[config.mk]
export PLATFORM = sky130hd
export DESIGN_NAME = chess_game_ctrl_flat
export DESIGN_NICKNAME = d
export VERILOG_FILES = /design/src/rtl/chess_game_ctrl_if.sv /design/src/rtl/chess_game_ctrl.sv /design/src/flat_wrapper.sv
export SDC_FILE = /design/constraint.sdc
export NUM_CORES = 1
export LEC_CHECK = 0
export ABC_AREA = 1
export BUFFER_PORTS_ARGS = -buffer_cell sky130_fd_sc_hd__clkbuf_2
export CELL_PAD_IN_SITES_DETAIL_PLACEMENT = 1
export CELL_PAD_IN_SITES_GLOBAL_PLACEMENT = 1
export CORE_MARGIN = 2
export CORE_UTILIZATION = 37
export DETAILED_ROUTE_END_ITERATION = 10
export PLACE_DENSITY_LB_ADDON = 0.1
export SYNTH_ARGS = -nofsm -noshare
export SYNTH_HDL_FRONTEND = slang
export SYNTH_SLANG_ARGS = --single-unit
[constraint.sdc]
create_clock -name clk_one -period 1.67 [get_ports clk_one]
set_input_delay 0.0835 -clock clk_one [delete_from_list [all_inputs] [get_ports clk_one]]
set_output_delay 0.0835 -clock clk_one [all_outputs]
set_load 0.01 [all_outputs]
[src/rtl/chess_game_ctrl_if.sv]
// ----------------------------------------------------------------------------
// chess_game_ctrl_if
// Signal bundle between the chess clock controller and its surroundings
// (debounced buttons, the two countdown timers and the display).
//   start_req/pause_req/press1/press2 : one-cycle debounced button pulses
//   zero1/zero2                       : timer-at-zero levels (White/Black)
//   load/tick1/tick2/inc1/inc2        : one-cycle timer control pulses
//   player/state/game_over/winner     : game status
//   move_count                        : completed plies (MOVE_W bits)
// slave  : the controller's view
// master : the environment's view (buttons + timers)
// ----------------------------------------------------------------------------
interface chess_game_ctrl_if #(
  parameter int MOVE_W = 8
);
  logic              start_req;
  logic              pause_req;
  logic              press1;
  logic              press2;
  logic              zero1;
  logic              zero2;
  logic              load;
  logic              tick1;
  logic              tick2;
  logic              inc1;
  logic              inc2;
  logic              player;
  logic [2:0]        state;
  logic              game_over;
  logic              winner;
  logic [MOVE_W-1:0] move_count;

  modport slave (
    input  start_req, pause_req, press1, press2, zero1, zero2,
    output load, tick1, tick2, inc1, inc2, player, state, game_over,
           winner, move_count
  );

  modport master (
    output start_req, pause_req, press1, press2, zero1, zero2,
    input  load, tick1, tick2, inc1, inc2, player, state, game_over,
           winner, move_count
  );
endinterface

[src/rtl/chess_game_ctrl.sv]
// ----------------------------------------------------------------------------
// chess_game_ctrl
// Two-player chess clock controller. Sequences IDLE -> RUN_W/RUN_B with
// pause and game-over handling, paces timer decrements every TICK_DIV run
// cycles, issues a bonus increment to the side that just moved and counts
// completed plies (saturating).
//   clk_one : single clock, all state changes on its rising edge
//   reset   : synchronous, active-high
//   bus     : chess_game_ctrl_if.slave (buttons, timer zero flags in;
//             timer controls and game status out, all registered)
// ----------------------------------------------------------------------------
module chess_game_ctrl #(
  parameter int TICK_DIV = 4,
  parameter int MOVE_W   = 8
) (
  input  logic                clk_one,
  input  logic                reset,
  chess_game_ctrl_if.slave    bus
);

  localparam int CNT_W = (TICK_DIV > 1) ? $clog2(TICK_DIV) : 1;
  localparam logic [CNT_W-1:0] CNT_LAST = CNT_W'(TICK_DIV - 1);

  typedef enum logic [2:0] {
    ST_IDLE    = 3'd0,
    ST_RUN_W   = 3'd1,
    ST_RUN_B   = 3'd2,
    ST_PAUSE_W = 3'd3,
    ST_PAUSE_B = 3'd4,
    ST_OVER    = 3'd5
  } state_t;

  state_t            state_r;
  state_t            state_nxt_s;

  logic [CNT_W-1:0]  cnt_r;
  logic [CNT_W-1:0]  cnt_nxt_s;
  logic              load_r,      load_nxt_s;
  logic              tick1_r,     tick1_nxt_s;
  logic              tick2_r,     tick2_nxt_s;
  logic              inc1_r,      inc1_nxt_s;
  logic              inc2_r,      inc2_nxt_s;
  logic              player_r,    player_nxt_s;
  logic              game_over_r, game_over_nxt_s;
  logic              winner_r,    winner_nxt_s;
  logic [MOVE_W-1:0] move_r,      move_nxt_s;

  logic              start_s;
  logic              sw_w_s;
  logic              sw_b_s;
  logic              run_s;

  // Ply counter sticks at all-ones instead of wrapping.
  function automatic logic [MOVE_W-1:0] sat_inc(input logic [MOVE_W-1:0] v);
    if (&v) begin
      return v;
    end else begin
      return v + {{(MOVE_W-1){1'b0}}, 1'b1};
    end
  endfunction

  // State register.
  always_ff @(posedge clk_one) begin
    if (reset) begin
      state_r <= ST_IDLE;
    end else begin
      state_r <= state_nxt_s;
    end
  end

  // Next-state logic. Timer zero flags are stale while the timers reload.
  always_comb begin
    state_nxt_s = state_r;
    case (state_r)
      ST_IDLE, ST_OVER: begin
        if (bus.start_req) state_nxt_s = ST_RUN_W;
        else               state_nxt_s = state_r;
      end
      ST_RUN_W: begin
        if (bus.zero1 && !load_r) state_nxt_s = ST_OVER;
        else if (bus.press1)      state_nxt_s = ST_RUN_B;
        else if (bus.pause_req)   state_nxt_s = ST_PAUSE_W;
        else                      state_nxt_s = ST_RUN_W;
      end
      ST_RUN_B: begin
        if (bus.zero2 && !load_r) state_nxt_s = ST_OVER;
        else if (bus.press2)      state_nxt_s = ST_RUN_W;
        else if (bus.pause_req)   state_nxt_s = ST_PAUSE_B;
        else                      state_nxt_s = ST_RUN_B;
      end
      ST_PAUSE_W: begin
        if (bus.pause_req || bus.start_req) state_nxt_s = ST_RUN_W;
        else                                state_nxt_s = ST_PAUSE_W;
      end
      ST_PAUSE_B: begin
        if (bus.pause_req || bus.start_req) state_nxt_s = ST_RUN_B;
        else                                state_nxt_s = ST_PAUSE_B;
      end
      default: state_nxt_s = ST_IDLE;
    endcase
  end

  // Output logic: next values for the registered outputs and tick counter.
  // cnt_r holds the number of run cycles already finished in the current
  // tick period, so a tick is due in a cycle entered with cnt == TICK_DIV-1.
  always_comb begin
    start_s = ((state_r == ST_IDLE) || (state_r == ST_OVER)) && bus.start_req;
    sw_w_s  = (state_r == ST_RUN_W) && (state_nxt_s == ST_RUN_B);
    sw_b_s  = (state_r == ST_RUN_B) && (state_nxt_s == ST_RUN_W);
    run_s   = (state_r == ST_RUN_W) || (state_r == ST_RUN_B);

    cnt_nxt_s = cnt_r;
    if (start_s || sw_w_s || sw_b_s) begin
      cnt_nxt_s = {CNT_W{1'b0}};
    end else if (run_s && (state_nxt_s != ST_OVER)) begin
      if (cnt_r == CNT_LAST) cnt_nxt_s = {CNT_W{1'b0}};
      else                   cnt_nxt_s = cnt_r + CNT_W'(1);
    end else begin
      cnt_nxt_s = cnt_r;
    end

    load_nxt_s  = start_s;
    inc1_nxt_s  = sw_w_s;
    inc2_nxt_s  = sw_b_s;
    // A tick falling on a side switch is dropped.
    tick1_nxt_s = (state_nxt_s == ST_RUN_W) && (cnt_nxt_s == CNT_LAST) && !sw_b_s;
    tick2_nxt_s = (state_nxt_s == ST_RUN_B) && (cnt_nxt_s == CNT_LAST) && !sw_w_s;

    player_nxt_s    = (state_nxt_s == ST_RUN_B) || (state_nxt_s == ST_PAUSE_B);
    game_over_nxt_s = (state_nxt_s == ST_OVER);

    winner_nxt_s = winner_r;
    if (start_s) begin
      winner_nxt_s = 1'b0;
    end else if (run_s && (state_nxt_s == ST_OVER)) begin
      // The side whose flag fell loses.
      winner_nxt_s = (state_r == ST_RUN_W);
    end else begin
      winner_nxt_s = winner_r;
    end

    move_nxt_s = move_r;
    if (start_s) begin
      move_nxt_s = {MOVE_W{1'b0}};
    end else if (sw_w_s || sw_b_s) begin
      move_nxt_s = sat_inc(move_r);
    end else begin
      move_nxt_s = move_r;
    end
  end

  // Output and tick counter registers.
  always_ff @(posedge clk_one) begin
    if (reset) begin
      cnt_r       <= {CNT_W{1'b0}};
      load_r      <= 1'b0;
      tick1_r     <= 1'b0;
      tick2_r     <= 1'b0;
      inc1_r      <= 1'b0;
      inc2_r      <= 1'b0;
      player_r    <= 1'b0;
      game_over_r <= 1'b0;
      winner_r    <= 1'b0;
      move_r      <= {MOVE_W{1'b0}};
    end else begin
      cnt_r       <= cnt_nxt_s;
      load_r      <= load_nxt_s;
      tick1_r     <= tick1_nxt_s;
      tick2_r     <= tick2_nxt_s;
      inc1_r      <= inc1_nxt_s;
      inc2_r      <= inc2_nxt_s;
      player_r    <= player_nxt_s;
      game_over_r <= game_over_nxt_s;
      winner_r    <= winner_nxt_s;
      move_r      <= move_nxt_s;
    end
  end

  assign bus.load       = load_r;
  assign bus.tick1      = tick1_r;
  assign bus.tick2      = tick2_r;
  assign bus.inc1       = inc1_r;
  assign bus.inc2       = inc2_r;
  assign bus.player     = player_r;
  assign bus.state      = state_r;
  assign bus.game_over  = game_over_r;
  assign bus.winner     = winner_r;
  assign bus.move_count = move_r;

endmodule

[src/flat_wrapper.sv]
// flat-port wrapper written by rule: the top's interface ports become plain ports
module chess_game_ctrl_flat 
#(
  parameter int TICK_DIV = 4,
  parameter int MOVE_W   = 8
)
  (clk_one, reset, bus_start_req, bus_pause_req, bus_press1, bus_press2, bus_zero1, bus_zero2, bus_load, bus_tick1, bus_tick2, bus_inc1, bus_inc2, bus_player, bus_state, bus_game_over, bus_winner, bus_move_count);
  chess_game_ctrl_if #(.MOVE_W(MOVE_W)) bus_i ();
  input  logic clk_one;
  input  logic reset;
  input wire logic [$bits(bus_i.start_req)-1:0] bus_start_req;
  input wire logic [$bits(bus_i.pause_req)-1:0] bus_pause_req;
  input wire logic [$bits(bus_i.press1)-1:0] bus_press1;
  input wire logic [$bits(bus_i.press2)-1:0] bus_press2;
  input wire logic [$bits(bus_i.zero1)-1:0] bus_zero1;
  input wire logic [$bits(bus_i.zero2)-1:0] bus_zero2;
  output wire logic [$bits(bus_i.load)-1:0] bus_load;
  output wire logic [$bits(bus_i.tick1)-1:0] bus_tick1;
  output wire logic [$bits(bus_i.tick2)-1:0] bus_tick2;
  output wire logic [$bits(bus_i.inc1)-1:0] bus_inc1;
  output wire logic [$bits(bus_i.inc2)-1:0] bus_inc2;
  output wire logic [$bits(bus_i.player)-1:0] bus_player;
  output wire logic [$bits(bus_i.state)-1:0] bus_state;
  output wire logic [$bits(bus_i.game_over)-1:0] bus_game_over;
  output wire logic [$bits(bus_i.winner)-1:0] bus_winner;
  output wire logic [$bits(bus_i.move_count)-1:0] bus_move_count;
  assign bus_i.start_req = bus_start_req;
  assign bus_i.pause_req = bus_pause_req;
  assign bus_i.press1 = bus_press1;
  assign bus_i.press2 = bus_press2;
  assign bus_i.zero1 = bus_zero1;
  assign bus_i.zero2 = bus_zero2;
  assign bus_load = bus_i.load;
  assign bus_tick1 = bus_i.tick1;
  assign bus_tick2 = bus_i.tick2;
  assign bus_inc1 = bus_i.inc1;
  assign bus_inc2 = bus_i.inc2;
  assign bus_player = bus_i.player;
  assign bus_state = bus_i.state;
  assign bus_game_over = bus_i.game_over;
  assign bus_winner = bus_i.winner;
  assign bus_move_count = bus_i.move_count;
  chess_game_ctrl #(.TICK_DIV(TICK_DIV), .MOVE_W(MOVE_W)) u_core (.clk_one(clk_one), .reset(reset), .bus(bus_i));
endmodule
======== Yosys cells after proc, flatten, opt, wreduce, memory -nomap -nowiden ========
Cells that the tools add are included.
storage, ports and cells
  flip-flop bits (word level) ............. 21
  input port bits ......................... 8
  output and inout bits ................... 19
  word-level logic and storage cells ...... 65
cells by class
  add/subtract/negate cells ............... 2
  equal/unequal tests ..................... 12
  mux-type cells .......................... 13
  bitwise gates (word level) .............. 1
  reduce and logical (&&, ||, !) cells .... 26
operators with widths
  operator             count
  $mux 3               7
  $pmux 3 s5           1
  $eq 3x3->1 const B   4
  $logic_and 1x1->1    11
  $mux 2               5
  $eq 3x2->1 const B   3
  $add 8x1->8 const B  1
  $reduce_and 8->1     1
  $logic_or 1x1->1     7
  $eq 3x1->1 const B   2
  $eq 2x2->1 const B   2
  $reduce_or 2->1      2
  $logic_not 1->1      3
  $logic_not 3->1      1
  $ne 3x3->1 const B   1
  $add 2x1->2 const B  1
  $reduce_and 2->1     1
  $not 1->1            1

======== Depth between registers and ports, before layout ========
  depth in word-level cells ............... 12
  depth in mapped cells ................... 14
  gate-level depth less buffers ........... 13

======== Least setup slack after synthesis ========
OpenSTA, ideal clock, no wires.
  path type ............................... flip-flop to flip-flop
  from .................................... register u_core.move_r[0], in the netlist u_core.bus.move_count[0]
  to ...................................... register u_core.move_r[0], in the netlist u_core.bus.move_count[0]
  setup time .............................. 70 ps
  data arrival time ....................... 1,546 ps
  data required time ...................... 1,600 ps
  setup slack ............................. 54 ps
  stages on the path, launching flop included .. 9
  path buffers ............................ 0
  clock period less this slack ............ 1,616 ps
  cell sequence ........................... dfxtp_1 ha_1 nand2_1 nor3b_1 and2_1 nand2_1 nand2_1 nand2_1 a21oi_1
on the way
  longest elaborated chain between the ends .. 3
  elaborated cells between the ends (all ways) .. 4
  those cells by class .................... 1 x add/sub; 1 x bitwise; 2 x reduce/logical
ends and longest elaborated chain
  what                                                                 line                    RTL
  start: declaration                                                   chess_game_ctrl.sv:46   logic [MOVE_W-1:0] move_r, move_nxt_s;
  start signal: assignment                                             chess_game_ctrl.sv:164  move_r <= {MOVE_W{1'b0}};
  start signal: assignment                                             chess_game_ctrl.sv:175  move_r <= move_nxt_s;
  parallel branches: the longest is 3 deep, another holds $add 8x1->8  --
Parallel ways; which one is timed is not known.
A chain may end at the register's enable or synchronous reset.

======== Final worst setup path ========
  from .................................... register u_core.load_r, in the netlist u_core.bus.load
  to ...................................... register u_core.tick2_r, in the netlist u_core.bus.tick2
on the way
  longest elaborated chain between the ends .. 12
  elaborated cells between the ends (all ways) .. 20
  those cells by class .................... 4 x eq/ne; 5 x mux; 11 x reduce/logical
ends and longest elaborated chain
  what                                         line                                            RTL
  start: declaration                           chess_game_ctrl.sv:38                           logic load_r, load_nxt_s;
  start signal: assignment                     chess_game_ctrl.sv:167                          load_r <= load_nxt_s;
  $logic_not 1->1 (*)                          chess_game_ctrl.sv:80, chess_game_ctrl.sv:86
  $logic_and 1x1->1, on equally long branches  chess_game_ctrl.sv:86, chess_game_ctrl.sv:80
  $mux 3, on equally long branches             chess_game_ctrl.sv:86, chess_game_ctrl.sv:80
  $pmux 3 s5 (*)                               chess_game_ctrl.sv:74                           case (state_r)
  $eq 3x2->1                                   chess_game_ctrl.sv:108, chess_game_ctrl.sv:127
  $logic_and 1x1->1                            chess_game_ctrl.sv:108                          sw_w_s = (state_r == ST_RUN_W) && (state_nxt_s == ST_RUN_B);
  $logic_or 1x1->1 (2 in series)               chess_game_ctrl.sv:113                          if (start_s || sw_w_s || sw_b_s) begin
  $mux 2                                       chess_game_ctrl.sv:113
  $eq 2x2->1                                   chess_game_ctrl.sv:127                          tick2_nxt_s = (state_nxt_s == ST_RUN_B) && (cnt_nxt_s == CNT_LAST) && !sw_w_s;
  $logic_and 1x1->1                            chess_game_ctrl.sv:127
  $logic_and 1x1->1 (*)                        chess_game_ctrl.sv:127
  end signal: assignment                       chess_game_ctrl.sv:169                          tick2_r <= tick2_nxt_s;
  end: declaration                             chess_game_ctrl.sv:40                           logic tick2_r, tick2_nxt_s;
Every way passes the cells marked *; elsewhere a longest branch is shown, timed or not.

==> impl_summary.md <==
Status
The run finished with clean final reports.

Place
During placement, the flow inserted port buffers numbering 26. The detailed placer's ending HPWL is around 2.5 mm. The final weighted congestion in routability-driven placement is 0.7802.

Detailed routing
The detail route stage leaves a number of antenna-violating nets equal to 0. In the routed design, unresolved DRC markers number 0. After detailed routing, the average wire length per cell comes to between 10 and 15 um.

The pre-antenna-repair detailed-routing pass consisted of 4 iterations. In this run, the number of DRC markers left after iteration 0 of detailed routing was 37. The sum of routed wire length over all layers is 3.421 mm. The via count is 1,217. In the routed layout, each cell is associated on average with a via count of 4.988.

Power
Total power for the finished layout comes to about 1.4 mW. In this run the static leakage power is 0.7560 nW. The maximum VDD drop is 0.6777 mV. Power spread over the standard cell area amounts to approximately 890 nW/um^2.

GRT
Across every metal layer, demand over resource in global routing totals 19.72%. Global routing finished with a remaining overflow of 0. The number of antenna violations at the first check in global routing is 0. The via count of the first global-routing pass is between 1k and 1.5k. The wire length of the first global-routing pass is 5.223 mm. Entering global routing, the biggest net connects 13 pins.

Floorplan
The core footprint is approximately 3000 um^2. The count of boundary I/O pins is 27. The number of core rows is 20.

The initial core utilization is 38.33%. In this run the horizontal extent of the chip is approximately 60 um. The die is 59.78 um tall. The area of the die is 3573 um^2.

Clock tree
TritonCTS built the clock tree. The clock reaches the later pin of the worst-skew pair after 0.32 ns. The clock tree root buffer cell is sky130_fd_sc_hd__clkbuf_4. CTS built an H-tree with a depth of 1.

The clock tree buffer depth is 2. The number of buffers added by the clock tree synthesis step is 3. The count of clock tree sinks is 21.

Clock-pin slew was measured on the worst setup and hold paths at 0.14 ns.

Synthesis
Yosys instantiated no cell more often than sky130_fd_sc_hd__nand2_1. The async set-or-reset flop fraction in the synthesized netlist is 0%. The total of warnings raised by yosys is 0. Synthesis instantiated 24 different standard cells from the library. The share of synthesized area in the top cell type comes to 36.52%. In this run, synthesis produced a sequential element count of 21. The cell type with the largest total area after synthesis is sky130_fd_sc_hd__dfxtp_1.

The synthesized netlist cell count is 165. The netlist area before placement is between 1000 and 1500 um^2. Counting flops with a built-in enable in the synthesized netlist gives 0. Dividing the synthesized area by the synthesized cell count gives 6.976 um^2. By count the netlist is led by sky130_fd_sc_hd__nand2_1 (39), sky130_fd_sc_hd__dfxtp_1 (21), sky130_fd_sc_hd__nor2_1 (20). Ranked by total cell area, the synthesized netlist is headed by sky130_fd_sc_hd__dfxtp_1 (37%), sky130_fd_sc_hd__nand2_1 (13%), sky130_fd_sc_hd__nand3_1 (7.4%). The sequential area share after synthesis is 36.52%. Counting every net in the synthesized netlist gives approximately 180. The dominant register cell in the synthesized netlist is sky130_fd_sc_hd__dfxtp_1.

Final layout
The total area of sequential cells is 437.9 um^2. The number of diodes added for antenna fixing is 0. The multi-input combinational cells in the finished layout cover a total of 704.4 um^2. Cells with a size suffix above 1 make up between 40% and 50% of the layout. The number of filler instances in the final layout is between 400 and 500. The growth of design area from synthesis to finish is 38.48%. The layout net count is 222.

Cells fill a little over half of the core in the end.

Timing
Subtracting the final worst setup slack from the clock period gives 1.644 ns. The worst pin sits at a relative slew slack of 78.21%. In the final timing run, aggregate negative setup slack is 0 ns. The count of final hold-check violations came to 0. Setup violations remaining at the end of the flow were counted as 0. At the pin with the least slew margin, the transition time is ~0.33 ns. The max-slew violation total from the final report is 0. The maximum clock skew at final layout is 0.02369 ns.

Final hold analysis gives a worst-case slack of 0.06142 ns. Based on the critical path, the design can be clocked at up to between 600 and 700 MHz. Setup repair after global routing could not meet its margin everywhere.

The share of the cycle needed by the critical path after routing is 98.47%.

Worst setup path
At the worst endpoint, the arrival time is 1.90 ns. The critical path is of the reg2reg type. The worst reg2reg path startpoint is u_core.bus.load$_SDFF_PP0_. The count of cells along the worst register-to-register path is 11.

The terminus of the critical flop-to-flop path is u_core.bus.tick2$_SDFF_PP0_. The largest fanout on the critical path is 5. Data on the critical path is required at its endpoint by 1.92 ns. In this run the register-to-register setup slack is 0.03 ns.

The sort of element at the start of the critical path is a register. The kind of capture point of the worst setup path is a register.

Hold path
The type of the tightest min-delay check is in2reg. The worst hold path passes through 2 cells. The startpoint of the worst hold path is reset. The path with the worst hold slack has its endpoint at u_core.cnt_r[0]$_SDFF_PP0_.

Job
The max-capacitance violation count is 0.
==> per-stage QoR <==
stage	worst slack [ns]	instances	cell area, um^2
floorplan	0.05383	165	1151
global placement	-0.02541	235	1401
detailed placement	-0.1401	235	1401
CTS	0.01360	240	1454
global route	-0.09468	244	1594
finish	0.02553	244	1594
==> power breakdown <==
part	switching, mW	internal, mW
combinational	0.328	0.252
sequential	0.0409	0.540
clock	0.172	0.0896
total	0.541	0.882
==> cell usage in the layout, fill, tap and decap left out, types with 6 or more instances in the layout <==
master / instances
sky130_fd_sc_hd__a21oi_1: 6
sky130_fd_sc_hd__buf_4: 14
sky130_fd_sc_hd__clkbuf_2: 26
sky130_fd_sc_hd__dfxtp_1: 15
sky130_fd_sc_hd__inv_1: 17
sky130_fd_sc_hd__nand2_1: 32
sky130_fd_sc_hd__nand2_2: 11
sky130_fd_sc_hd__nand3_1: 14
sky130_fd_sc_hd__nor2_1: 18
==> area by class of cell <==
class	instances	share of cell area (%)
Clock buffer	3	1.413
Tap cell	33	2.590
Multi-Input combinational cell	119	44.19
Timing Repair Buffer	45	18.84
Inverter	22	5.181
Clock inverter	1	0.3140
Sequential cell	21	27.47
==> cell families after synthesis <==
| logic type | after synthesis | share of synthesized area, % |
|---|---|---|
| AO/OA/AOI/OAI | 16 | 8.043 |
| XOR/XNOR | 5 | 3.804 |
| adder cells (fa/ha/maj) | 2 | 2.174 |
| buffers and inverters | 25 | 9.456 |
| flip-flops | 21 | 36.52 |
| AND/OR/NAND/NOR | 96 | 40.00 |
==> flip-flops by register name (all words and copies together) (netlist names) <==
name,flops
u_core.bus.game_over,1
u_core.bus.inc1,1
u_core.cnt_r,2
u_core.bus.tick2,1
u_core.bus.load,1
u_core.bus.inc2,1
u_core.bus.winner,1
u_core.bus.move_count,8
u_core.bus.player,1
u_core.bus.state,3
u_core.bus.tick1,1
==> critical path, stage by stage, from the launching register on <==
cell and delay, ns:
sky130_fd_sc_hd__dfxtp_4 0.40, sky130_fd_sc_hd__inv_2 0.04, sky130_fd_sc_hd__nand2_2 0.06, sky130_fd_sc_hd__nand2_2 0.07, sky130_fd_sc_hd__o21bai_4 0.16, sky130_fd_sc_hd__nand3_4 0.13
sky130_fd_sc_hd__nand4_1 0.15, sky130_fd_sc_hd__nand2_2 0.10, sky130_fd_sc_hd__buf_6 0.14, sky130_fd_sc_hd__nor2_4 0.13, sky130_fd_sc_hd__nand3_2 0.09, sky130_fd_sc_hd__nor2_1 0.10
==> how the worst max path moves through the flow <==
stage | from | end | slack, ns | depth (start not counted)
2_1_floorplan | u_core.bus.move_count[0]$_SDFFE_PP0P_ | u_core.bus.move_count[0]$_SDFFE_PP0P_ | 0.05 | 8
3_3_place_gp | u_core.bus.state[2]$_SDFF_PP0_ | u_core.bus.tick2$_SDFF_PP0_ | -0.03 | 12
3_5_place_dp | u_core.bus.state[2]$_SDFF_PP0_ | u_core.bus.move_count[7]$_SDFFE_PP0P_ | -0.14 | 11
4_1_cts | u_core.bus.load$_SDFF_PP0_ | u_core.bus.tick1$_SDFF_PP0_ | 0.01 | 11
5_1_grt | u_core.bus.state[0]$_SDFF_PP0_ | u_core.bus.tick2$_SDFF_PP0_ | -0.09 | 12
6_report | u_core.bus.load$_SDFF_PP0_ | u_core.bus.tick2$_SDFF_PP0_ | 0.03 | 11
==> what timing repair did <==
action / 4_1_cts / 5_1_grt
hold buffers: 0 / 0
pin swaps: 1 / 15
setup buffers: 1 / 4
cloned: 0 / 0
setup endpoints to repair: 12 / 12
gates resized for setup: 8 / 32
==> routing by layer <==
metal / vias up / wire [um] / part of all wire, % / global-route usage [%]
met3: 4 / 110 / 3.2 / 3.463
met4: 0 / 38 / 1.1 / 6.667
met2: 23 / 1674 / 49 / 32.45
met1: 584 / 1597 / 47 / 25.89
li1: 606 / - / - / -
met5: - / 0 / 0 / 0
Power figures use the tool's default switching activity.
